## config.mk

```make
export PLATFORM = sky130hd
export DESIGN_NAME = pcs_receive
export DESIGN_NICKNAME = d
export VERILOG_FILES = /design/src/rtl/pcs_rx_pkg.sv /design/src/rtl/pcs_rx_decode.sv /design/src/rtl/pcs_receive.sv
export SDC_FILE = /design/constraint.sdc
export NUM_CORES = 1
export LEC_CHECK = 0
export BUFFER_PORTS_ARGS = -buffer_cell sky130_fd_sc_hd__buf_2
export CAP_MARGIN = 40
export CORE_MARGIN = 2
export CORE_UTILIZATION = 51
export DETAILED_ROUTE_END_ITERATION = 10
export GPL_TIMING_DRIVEN = 0
export PLACE_DENSITY = 0.76
export SLEW_MARGIN = 20
export SYNTH_ARGS = -nofsm -noshare
export SYNTH_HDL_FRONTEND = slang
export SYNTH_HIERARCHICAL = 1
export SYNTH_SLANG_ARGS = --single-unit
```

## constraint.sdc

```tcl
create_clock -name clk -period 1.3 [get_ports clk]
set_input_delay 0.26 -clock clk [delete_from_list [all_inputs] [get_ports clk]]
set_output_delay 0.26 -clock clk [all_outputs]
set_load 0.05 [all_outputs]
```

## src/rtl/pcs_rx_pkg.sv

```systemverilog
// Shared types and code-group constants for the 1000BASE-X PCS receive path.
// Specials are listed in both running-disparity columns.
package pcs_rx_pkg;

    typedef enum logic [2:0] {
        LINK_FAILED,
        WAIT_FOR_K,
        RX_K,
        IDLE_D,
        START_OF_PACKET,
        RECEIVE,
        TRI_RRI
    } rx_state_t;

    localparam logic [9:0] K28_5_N = 10'b0011111010;
    localparam logic [9:0] K28_5_P = 10'b1100000101;
    localparam logic [9:0] K27_7_N = 10'b1101101000;
    localparam logic [9:0] K27_7_P = 10'b0010010111;
    localparam logic [9:0] K29_7_N = 10'b1011101000;
    localparam logic [9:0] K29_7_P = 10'b0100010111;
    localparam logic [9:0] K23_7_N = 10'b1110101000;
    localparam logic [9:0] K23_7_P = 10'b0001010111;

    localparam logic [7:0] PREAMBLE = 8'h55;

endpackage

```

## src/rtl/pcs_rx_decode.sv

```systemverilog
// Combinational 8B/10B decoder: classifies one code-group and
// returns the data byte; disparity is not tracked.
module pcs_rx_decode
    import pcs_rx_pkg::*;
(
    input  logic [9:0] i_code,
    output logic [7:0] o_data,
    output logic       o_is_data,
    output logic       o_is_comma,
    output logic       o_is_s,
    output logic       o_is_t,
    output logic       o_is_r,
    output logic       o_invalid
);

    logic [4:0] w_edcba;
    logic [2:0] w_hgf;
    logic       w_v6;
    logic       w_v4;
    logic       w_a7_ok;
    logic       w_special;

    always_comb begin
        w_v6    = 1'b1;
        w_edcba = 5'd0;
        case (i_code[9:4])
            6'b100111, 6'b011000: w_edcba = 5'd0;
            6'b011101, 6'b100010: w_edcba = 5'd1;
            6'b101101, 6'b010010: w_edcba = 5'd2;
            6'b110001:            w_edcba = 5'd3;
            6'b110101, 6'b001010: w_edcba = 5'd4;
            6'b101001:            w_edcba = 5'd5;
            6'b011001:            w_edcba = 5'd6;
            6'b111000, 6'b000111: w_edcba = 5'd7;
            6'b111001, 6'b000110: w_edcba = 5'd8;
            6'b100101:            w_edcba = 5'd9;
            6'b010101:            w_edcba = 5'd10;
            6'b110100:            w_edcba = 5'd11;
            6'b001101:            w_edcba = 5'd12;
            6'b101100:            w_edcba = 5'd13;
            6'b011100:            w_edcba = 5'd14;
            6'b010111, 6'b101000: w_edcba = 5'd15;
            6'b011011, 6'b100100: w_edcba = 5'd16;
            6'b100011:            w_edcba = 5'd17;
            6'b010011:            w_edcba = 5'd18;
            6'b110010:            w_edcba = 5'd19;
            6'b001011:            w_edcba = 5'd20;
            6'b101010:            w_edcba = 5'd21;
            6'b011010:            w_edcba = 5'd22;
            6'b111010, 6'b000101: w_edcba = 5'd23;
            6'b110011, 6'b001100: w_edcba = 5'd24;
            6'b100110:            w_edcba = 5'd25;
            6'b010110:            w_edcba = 5'd26;
            6'b110110, 6'b001001: w_edcba = 5'd27;
            6'b001110:            w_edcba = 5'd28;
            6'b101110, 6'b010001: w_edcba = 5'd29;
            6'b011110, 6'b100001: w_edcba = 5'd30;
            6'b101011, 6'b010100: w_edcba = 5'd31;
            default:              w_v6    = 1'b0;
        endcase
    end

    always_comb begin
        w_v4  = 1'b1;
        w_hgf = 3'd0;
        case (i_code[3:0])
            4'b1011, 4'b0100: w_hgf = 3'd0;
            4'b1001:          w_hgf = 3'd1;
            4'b0101:          w_hgf = 3'd2;
            4'b1100, 4'b0011: w_hgf = 3'd3;
            4'b1101, 4'b0010: w_hgf = 3'd4;
            4'b1010:          w_hgf = 3'd5;
            4'b0110:          w_hgf = 3'd6;
            4'b1110, 4'b0001,
            4'b0111, 4'b1000: w_hgf = 3'd7;
            default:          w_v4  = 1'b0;
        endcase
    end

    // Alternate D.x.7 encodings exist only for these x values
    always_comb begin
        w_a7_ok = 1'b1;
        if (i_code[3:0] == 4'b0111)
            w_a7_ok = (w_edcba == 5'd17) || (w_edcba == 5'd18)
                   || (w_edcba == 5'd20);
        else if (i_code[3:0] == 4'b1000)
            w_a7_ok = (w_edcba == 5'd11) || (w_edcba == 5'd13)
                   || (w_edcba == 5'd14);
    end

    assign o_is_comma = (i_code == K28_5_N) || (i_code == K28_5_P);
    assign o_is_s     = (i_code == K27_7_N) || (i_code == K27_7_P);
    assign o_is_t     = (i_code == K29_7_N) || (i_code == K29_7_P);
    assign o_is_r     = (i_code == K23_7_N) || (i_code == K23_7_P);

    assign w_special = o_is_comma | o_is_s | o_is_t | o_is_r;
    assign o_is_data = w_v6 & w_v4 & w_a7_ok & ~w_special;
    assign o_invalid = ~o_is_data & ~w_special;
    assign o_data    = {w_hgf, w_edcba};

endmodule

```

## src/rtl/pcs_receive.sv

```systemverilog
// 1000BASE-X PCS receive: decodes SUDI code-groups and frames
// packets onto registered GMII RX_DV/RXD.
module pcs_receive
    import pcs_rx_pkg::*;
(
    input  logic        clk,
    input  logic        reset,
    input  logic        sync_status,
    input  logic [10:0] SUDI,
    output logic        RX_DV,
    output logic [7:0]  RXD
);

    rx_state_t  r_state;
    logic       r_dv;
    logic [7:0] r_rxd;

    logic [7:0] w_byte;
    logic       w_data;
    logic       w_comma;
    logic       w_s;
    logic       w_t;
    logic       w_r;
    logic       w_invalid;
    logic       w_even;

    assign w_even = SUDI[10];

    pcs_rx_decode u_decode (
        .i_code     (SUDI[9:0]),
        .o_data     (w_byte),
        .o_is_data  (w_data),
        .o_is_comma (w_comma),
        .o_is_s     (w_s),
        .o_is_t     (w_t),
        .o_is_r     (w_r),
        .o_invalid  (w_invalid)
    );

    always_ff @(posedge clk or negedge reset) begin
        if (!reset) begin
            r_state <= LINK_FAILED;
            r_dv    <= 1'b0;
            r_rxd   <= 8'h00;
        end else begin
            r_dv  <= 1'b0;
            r_rxd <= 8'h00;
            if (!sync_status) begin
                r_state <= LINK_FAILED;
            end else begin
                unique case (r_state)
                    LINK_FAILED: r_state <= WAIT_FOR_K;
                    WAIT_FOR_K: begin
                        if (w_comma && w_even)
                            r_state <= RX_K;
                    end
                    RX_K: r_state <= w_data ? IDLE_D : WAIT_FOR_K;
                    IDLE_D: begin
                        if (w_comma) begin
                            r_state <= RX_K;
                        end else if (w_s) begin
                            r_state <= START_OF_PACKET;
                            r_dv    <= 1'b1;
                            r_rxd   <= PREAMBLE;
                        end else begin
                            r_state <= WAIT_FOR_K;
                        end
                    end
                    START_OF_PACKET, RECEIVE: begin
                        if (w_data) begin
                            r_state <= RECEIVE;
                            r_dv    <= 1'b1;
                            r_rxd   <= w_byte;
                        end else if (w_t) begin
                            r_state <= TRI_RRI;
                        end else if (w_comma) begin
                            r_state <= RX_K;
                        end else begin
                            r_state <= WAIT_FOR_K;
                        end
                    end
                    TRI_RRI: begin
                        if (w_comma)
                            r_state <= RX_K;
                        else if (!w_r)
                            r_state <= WAIT_FOR_K;
                    end
                    default: r_state <= LINK_FAILED;
                endcase
            end
        end
    end

    assign RX_DV = r_dv;
    assign RXD   = r_rxd;

endmodule

```

==> key figures, run 1 <==
Hold path
  • Worst Hold Depth: 4
  • Hold Crit Class: primary input to flip-flop
  • Hold endpoint: r_state[0]
  • Hold path start: SUDI[10]

Worst setup path
  • Setup CP Type: primary input to flip-flop
  • Reg2reg end: RXD[2]
  • Origin of the critical flop-to-flop path: r_state[2]
  • Critical path required time: 1.51 ns
  • CP Capture Type: flip-flop
  • Worst Path Arrival: 1.94 ns
  • Flop-to-flop setup slack: -0.08 ns
  • CP Max Fanout: 6
  • CP startpoint kind: primary input
  • Reg2Reg Depth: 5

STA
  • Fin Hold WS: 0.339 ns
  • Final Hold Fails: 0
  • Setup TNS Final: -4.45 ns
  • Fin Clk Skew: 0.000598 ns
  • RSZ-0062 raised after global routing: true
  • Worst-margin pin slew: 0.491 ns
  • Final worst slack: -0.432 ns
  • Slew headroom: 0.672
  • Peak Freq: 577 MHz
  • Crit share post-route: 1.33
  • Fin crit period: 1.73 ns
  • Setup violations, final: 12
  • Max Slew Vio Count: 0

Outcome
  • Failing checks: setup timing
  • Status: finished, violations left

Clock tree
  • CTS tree: yes
  • Worst-skew pair later-pin latency: 0.27 ns
  • Sink Count: 12
  • Root Driver: clkbuf_4
  • Clock tree buffer depth: 2
  • H-tree depth: 1
  • Worst-path clk slew: 0.07 ns
  • CTS buffer count: 3

Power and ir drop
  • Leak: 0.842 nW
  • Net switching power: 0.503 mW
  • Combinational power share: 0.479
  • IR drop worst, VDD: 855 uV
  • Clock power share: 0.208
  • Internal: 0.888 mW
  • Sw Share: 0.361
  • Reg power frac: 0.313
  • PwrDens: 739 nW/um^2

Finish
  • Combined area of the multi-input logic cells: 1060 um^2
  • Final core occ: 0.682
  • Ant. Diodes: 0
  • Fin cells: 255
  • Commonest non-fill, non-tap cell in the layout: buf_2
  • Register Area: 300 um^2
  • Share of cells above drive strength 1: 0.379
  • Fillers: 251
  • Commonest cells after routing, fill and taps aside: buf_2 (19), nand2_1 (15), buf_4 (13)
  • Final Net Count: 239
  • Area grow syn2layout: 28.1%

Global route
  • Largest net degree at the start of global routing: 13
  • Vias in the first global route: 1,475
  • GR Overflow Total: 0
  • Antenna violations before repair: 0
  • First-pass GRT wire length: 6.67 mm
  • GRT Total Usage: 0.248

Placement
  • PortBufs: 18
  • Dpl ws: -0.820 ns
  • Final HPWL DP: 2.99 mm
  • Dpl cells: 237
  • Gpl congestion: 0.960

Yosys
  • Syn Std Cell Area: 1470 um^2
  • Mapped Nets: 202
  • Mapped Cells: 188
  • YS warnings: 6
  • Mean post-synth cell area: 7.81 um^2

Floorplanning
  • Initial Util: 0.533
  • Row count: 19
  • Ports: 23
  • Die Height: 57.7 um
  • Die area: 3330 um^2
  • CORE AREA: 2760 um^2
  • Die Wd: 57.7 um

Detailed routing
  • DR vias/cell: 6.45
  • Antenna Violating Nets Remaining: 0
  • Drt total wl: 4.26 mm
  • Routed vias: 1,644
  • DRC: 0
  • Routed WL per cell: 16.7 um
  • Total iterations of the first detailed-routing run: 4
  • First DRT Iteration DRCs: 103

Run
  • Max_cap viols: 0
-- power by group through the flow --
stage | Clock (mW) | Sequential [mW] | Combinational [mW]
after floorplan | 0 | 0.427 | 0.467
after CTS | 0.293 | 0.429 | 0.628
after global routing | 0.301 | 0.437 | 0.720
after global placement | 0 | 0.434 | 0.577
after detailed placement | 0 | 0.435 | 0.597
final | 0.289 | 0.435 | 0.667
-- flip-flops by register name, indices dropped and copies added, names as in the netlist --
| register | flops |
|---|---|
| RXD | 8 |
| RX_DV | 1 |
| r_state | 3 |
-- area by class of cell --
type	count	area share
well taps	31	0.0206
plain buffers	19	0.0898
inverters	9	0.0180
clock buffers	4	0.0193
multi-input cells	146	0.563
flip-flops and latches	12	0.160
repair buffers	34	0.130
-- metal layers --
metal / track usage / vias to the layer above / part of all wire
met5: 0 / - / 0
met3: 0.0156 / 6 / 0.054
li1: - / 784 / -
met1: 0.313 / 776 / 0.42
met2: 0.459 / 78 / 0.52
met4: 0.0598 / 0 / 0.010
-- what timing repair did --
action                                  4_1_cts  5_1_grt
hold buffers                                  1        0
endpoints found under the setup margin       12       12
buffers inserted                             10        5
pin swaps                                    16        4
resized for setup                            17       12
endpoints found under the hold margin        12        0
-- stage by stage --
step	cell area (um^2)	power [mW]
3_5_place_dp	1640	1.03
3_3_place_gp	1640	1.01
5_1_grt	1880	1.46
4_1_cts	1810	1.35
6_report	1880	1.39
2_1_floorplan	1510	0.894
-- worst max path at each step --
stage                       start    endpoint  cells past startpoint
final                     SUDI[0]      RXD[2]                      9
after global routing      SUDI[0]      RXD[2]                      9
after CTS                 SUDI[0]  r_state[1]                     10
after detailed placement  SUDI[3]      RXD[2]                     10
after global placement    SUDI[0]      RXD[0]                     10
after floorplan           SUDI[0]      RXD[0]                      9
-- worst max-delay path, stage by stage --
cell and delay (ns):
buf_8 0.10, buf_8 0.12, nor4b_4 0.30, nand4_1 0.17, or2_4 0.30, o22ai_4 0.12, and3_4 0.22, o211a_4 0.20
o21a_1 0.15
(Power assumes the default switching activity.)
==> run 2: changes to the inputs <==
--- a/config.mk
+++ b/config.mk
@@ -8,10 +8,11 @@
 export BUFFER_PORTS_ARGS = -buffer_cell sky130_fd_sc_hd__buf_2
 export CAP_MARGIN = 40
 export CORE_MARGIN = 2
-export CORE_UTILIZATION = 51
+export CORE_UTILIZATION = 55
 export DETAILED_ROUTE_END_ITERATION = 10
 export GPL_TIMING_DRIVEN = 0
-export PLACE_DENSITY = 0.76
+export PLACE_DENSITY = 0.81
+export SKIP_CTS_REPAIR_TIMING = 1
 export SLEW_MARGIN = 20
 export SYNTH_ARGS = -nofsm -noshare
 export SYNTH_HDL_FRONTEND = slang
==> constraint.sdc (replaced) <==
create_clock -name clk -period 1.7 [get_ports clk]
set_input_delay 0.34 -clock clk [delete_from_list [all_inputs] [get_ports clk]]
set_output_delay 0.34 -clock clk [all_outputs]
set_load 0.05 [all_outputs]
==> run 2 against run 1 <==
Compared with the run above: the flow still finishes with violations (setup timing); via count down 2.6%; sequential share of layout area up 0.97 points; clock skew about the same; first-iteration DRC count down 7.8%; largest power group unchanged; final area down 5.7%; sequential cell count unchanged; critical endpoint is now r_state[1]; non-clock buffer count down 8; final cell count down 3.9%.
==> key figures, run 2 (synthesis results as in run 1) <==
Worst setup path
  • CP Max Fanout: 10
  • Reg2Reg Depth: 5
  • Worst Path Arrival: 2.03 ns
  • WP depth: 10
  • Slowest-stage cell, CP: nor4_1
  • Critical path cell sequence: buf_2, buf_2, nand2_1, nor4_1, a32o_2, buf_4, mux2i_1, a211o_1, and3_1, o21ai_1
  • Setup CP Type: primary input to flip-flop
  • Family with the most delay on the worst path: compound AO/OA/AOI/OAI gates
  • Critical path required time: 1.90 ns
  • Worst path max stage delay: 0.29 ns
  • CP startpoint kind: primary input
  • CP Capture Type: flip-flop
  • CP bufs+invs: 3
  • CP most frequent cell: buf_2

Power and ir drop
  • Clock power share: 0.168
  • Total Power: 0.995 mW
  • Net switching power: 0.377 mW
  • Sw Share: 0.379
  • Reg power frac: 0.334
  • IR drop worst, VDD: 618 uV
  • Internal: 0.618 mW
  • PwrDens: 561 nW/um^2
  • Leak: 0.800 nW
  • Combinational power share: 0.497

STA
  • Worst-margin pin slew: 0.430 ns
  • Setup TNS Final: -0.801 ns
  • Setup violations, final: 8
  • Max Slew Vio Count: 0
  • Final Hold Fails: 0
  • Final worst slack: -0.134 ns
  • Crit share post-route: 1.08
  • RSZ-0062 raised after global routing: true
  • Peak Freq: 545 MHz
  • Slew headroom: 0.713
  • Fin Hold WS: 0.405 ns
  • Fin crit period: 1.83 ns
  • Fin Clk Skew: 0.000850 ns

Global route
  • Largest net degree at the start of global routing: 13
  • GR Overflow Total: 0
  • Vias in the first global route: 1,413
  • First-pass GRT wire length: 6.27 mm
  • Antenna violations before repair: 0
  • GRT Total Usage: 0.244

Floorplanning
  • Initial Util: 0.588
  • Ports: 23
  • CORE AREA: 2500 um^2
  • Row count: 18
  • Die Wd: 55.7 um
  • Die area: 3100 um^2
  • Die Height: 55.7 um

Hold path
  • Hold Crit Class: primary input to flip-flop
  • Worst Hold Depth: 4

Placement
  • Gpl congestion: 0.923
  • PortBufs: 18
  • Dpl cells: 236
  • Final HPWL DP: 2.93 mm

Finish
  • Fin cells: 245
  • Share of cells above drive strength 1: 0.335
  • Ant. Diodes: 0
  • Final Net Count: 231
  • Commonest non-fill, non-tap cell in the layout: buf_2
  • Area grow syn2layout: 20.8%
  • Max reg flops: 8
  • Commonest cells after routing, fill and taps aside: buf_2 (21), nand2_1 (16), dfrtp_1 (12), o21ai_0 (12)

Clock tree
  • H-tree depth: 1
  • Clock tree buffer depth: 2
  • Root Driver: clkbuf_4
  • CTS tree: yes
  • Worst-skew pair later-pin latency: 0.27 ns
  • CTS buffer count: 3
  • Sink Count: 12
  • Worst-path clk slew: 0.07 ns

Detailed routing
  • Drt total wl: 4.02 mm
  • First DRT Iteration DRCs: 95
  • Total iterations of the first detailed-routing run: 5
  • DRC: 0
  • Routed WL per cell: 16.4 um
  • Antenna Violating Nets Remaining: 0
  • Routed vias: 1,601
  • DR vias/cell: 6.53

Outcome
  • Status: finished, violations left
  • Failing checks: setup timing

Run
  • Max_cap viols: 0
[run 2: cell count changes in the layout (fill, tap and decap cells not counted), moves of 2 or more]
cell and change:
and3_1 +3, and3_4 -3, buf_2 +2, buf_4 -5, buf_6 -5
[run 2: metal layers]
metal / track usage / share of wire
met1: 0.316 / 0.42
met2: 0.408 / 0.49
met3: 0.0442 / 0.075
met4: 0.0801 / 0.012
met5: 0 / 0
[run 2: metrics by stage]
stage / instance area [um^2] / utilization / setup slack, ns
2_1_floorplan: 1510 / - / -0.189
3_3_place_gp: 1640 / 0.655 / -0.480
3_5_place_dp: 1640 / 0.655 / -0.517
4_1_cts: 1660 / 0.664 / -0.241
5_1_grt: 1770 / 0.710 / -0.206
6_report: 1770 / 0.710 / -0.134
[run 2: worst paths after layout]
check	from	to	slack, ns
hold reg to reg	r_state[2]	r_state[0]	0.74
setup / recovery	SUDI[3]	r_state[1]	-0.13
setup reg to reg	r_state[2]	RXD[4]	0.37
hold / removal	SUDI[10]	r_state[0]	0.40
min in group asynchronous	reset	RXD[5]	0.49
max in group asynchronous	reset	RXD[7]	1.00
[run 2: power groups by stage]
stage	Combinational [mW]	Clock, mW	Sequential (mW)
after detailed placement	0.450	0	0.337
final	0.495	0.168	0.333
after global placement	0.434	0	0.333
after CTS	0.453	0.170	0.332
after floorplan	0.357	0	0.327
after global routing	0.545	0.180	0.334
[run 2: layout make-up]
cell class              instances  area, um^2
repair buffers                 26         180
inverters                       9        33.8
multi-input cells             146        1040
fillers                       196         726
clock buffers                   3        22.5
flip-flops and latches         12         300
plain buffers                  19         160
well taps                      30        37.5
[run 2: worst reg2reg max path: cells and delay by family (launching register included)]
family | cells | cell delay, ns
flip-flops | 1 | 0.37
AND/OR/NAND/NOR | 2 | 0.36
AO/OA/AOI/OAI | 2 | 0.35
buffers and inverters | 1 | 0.14
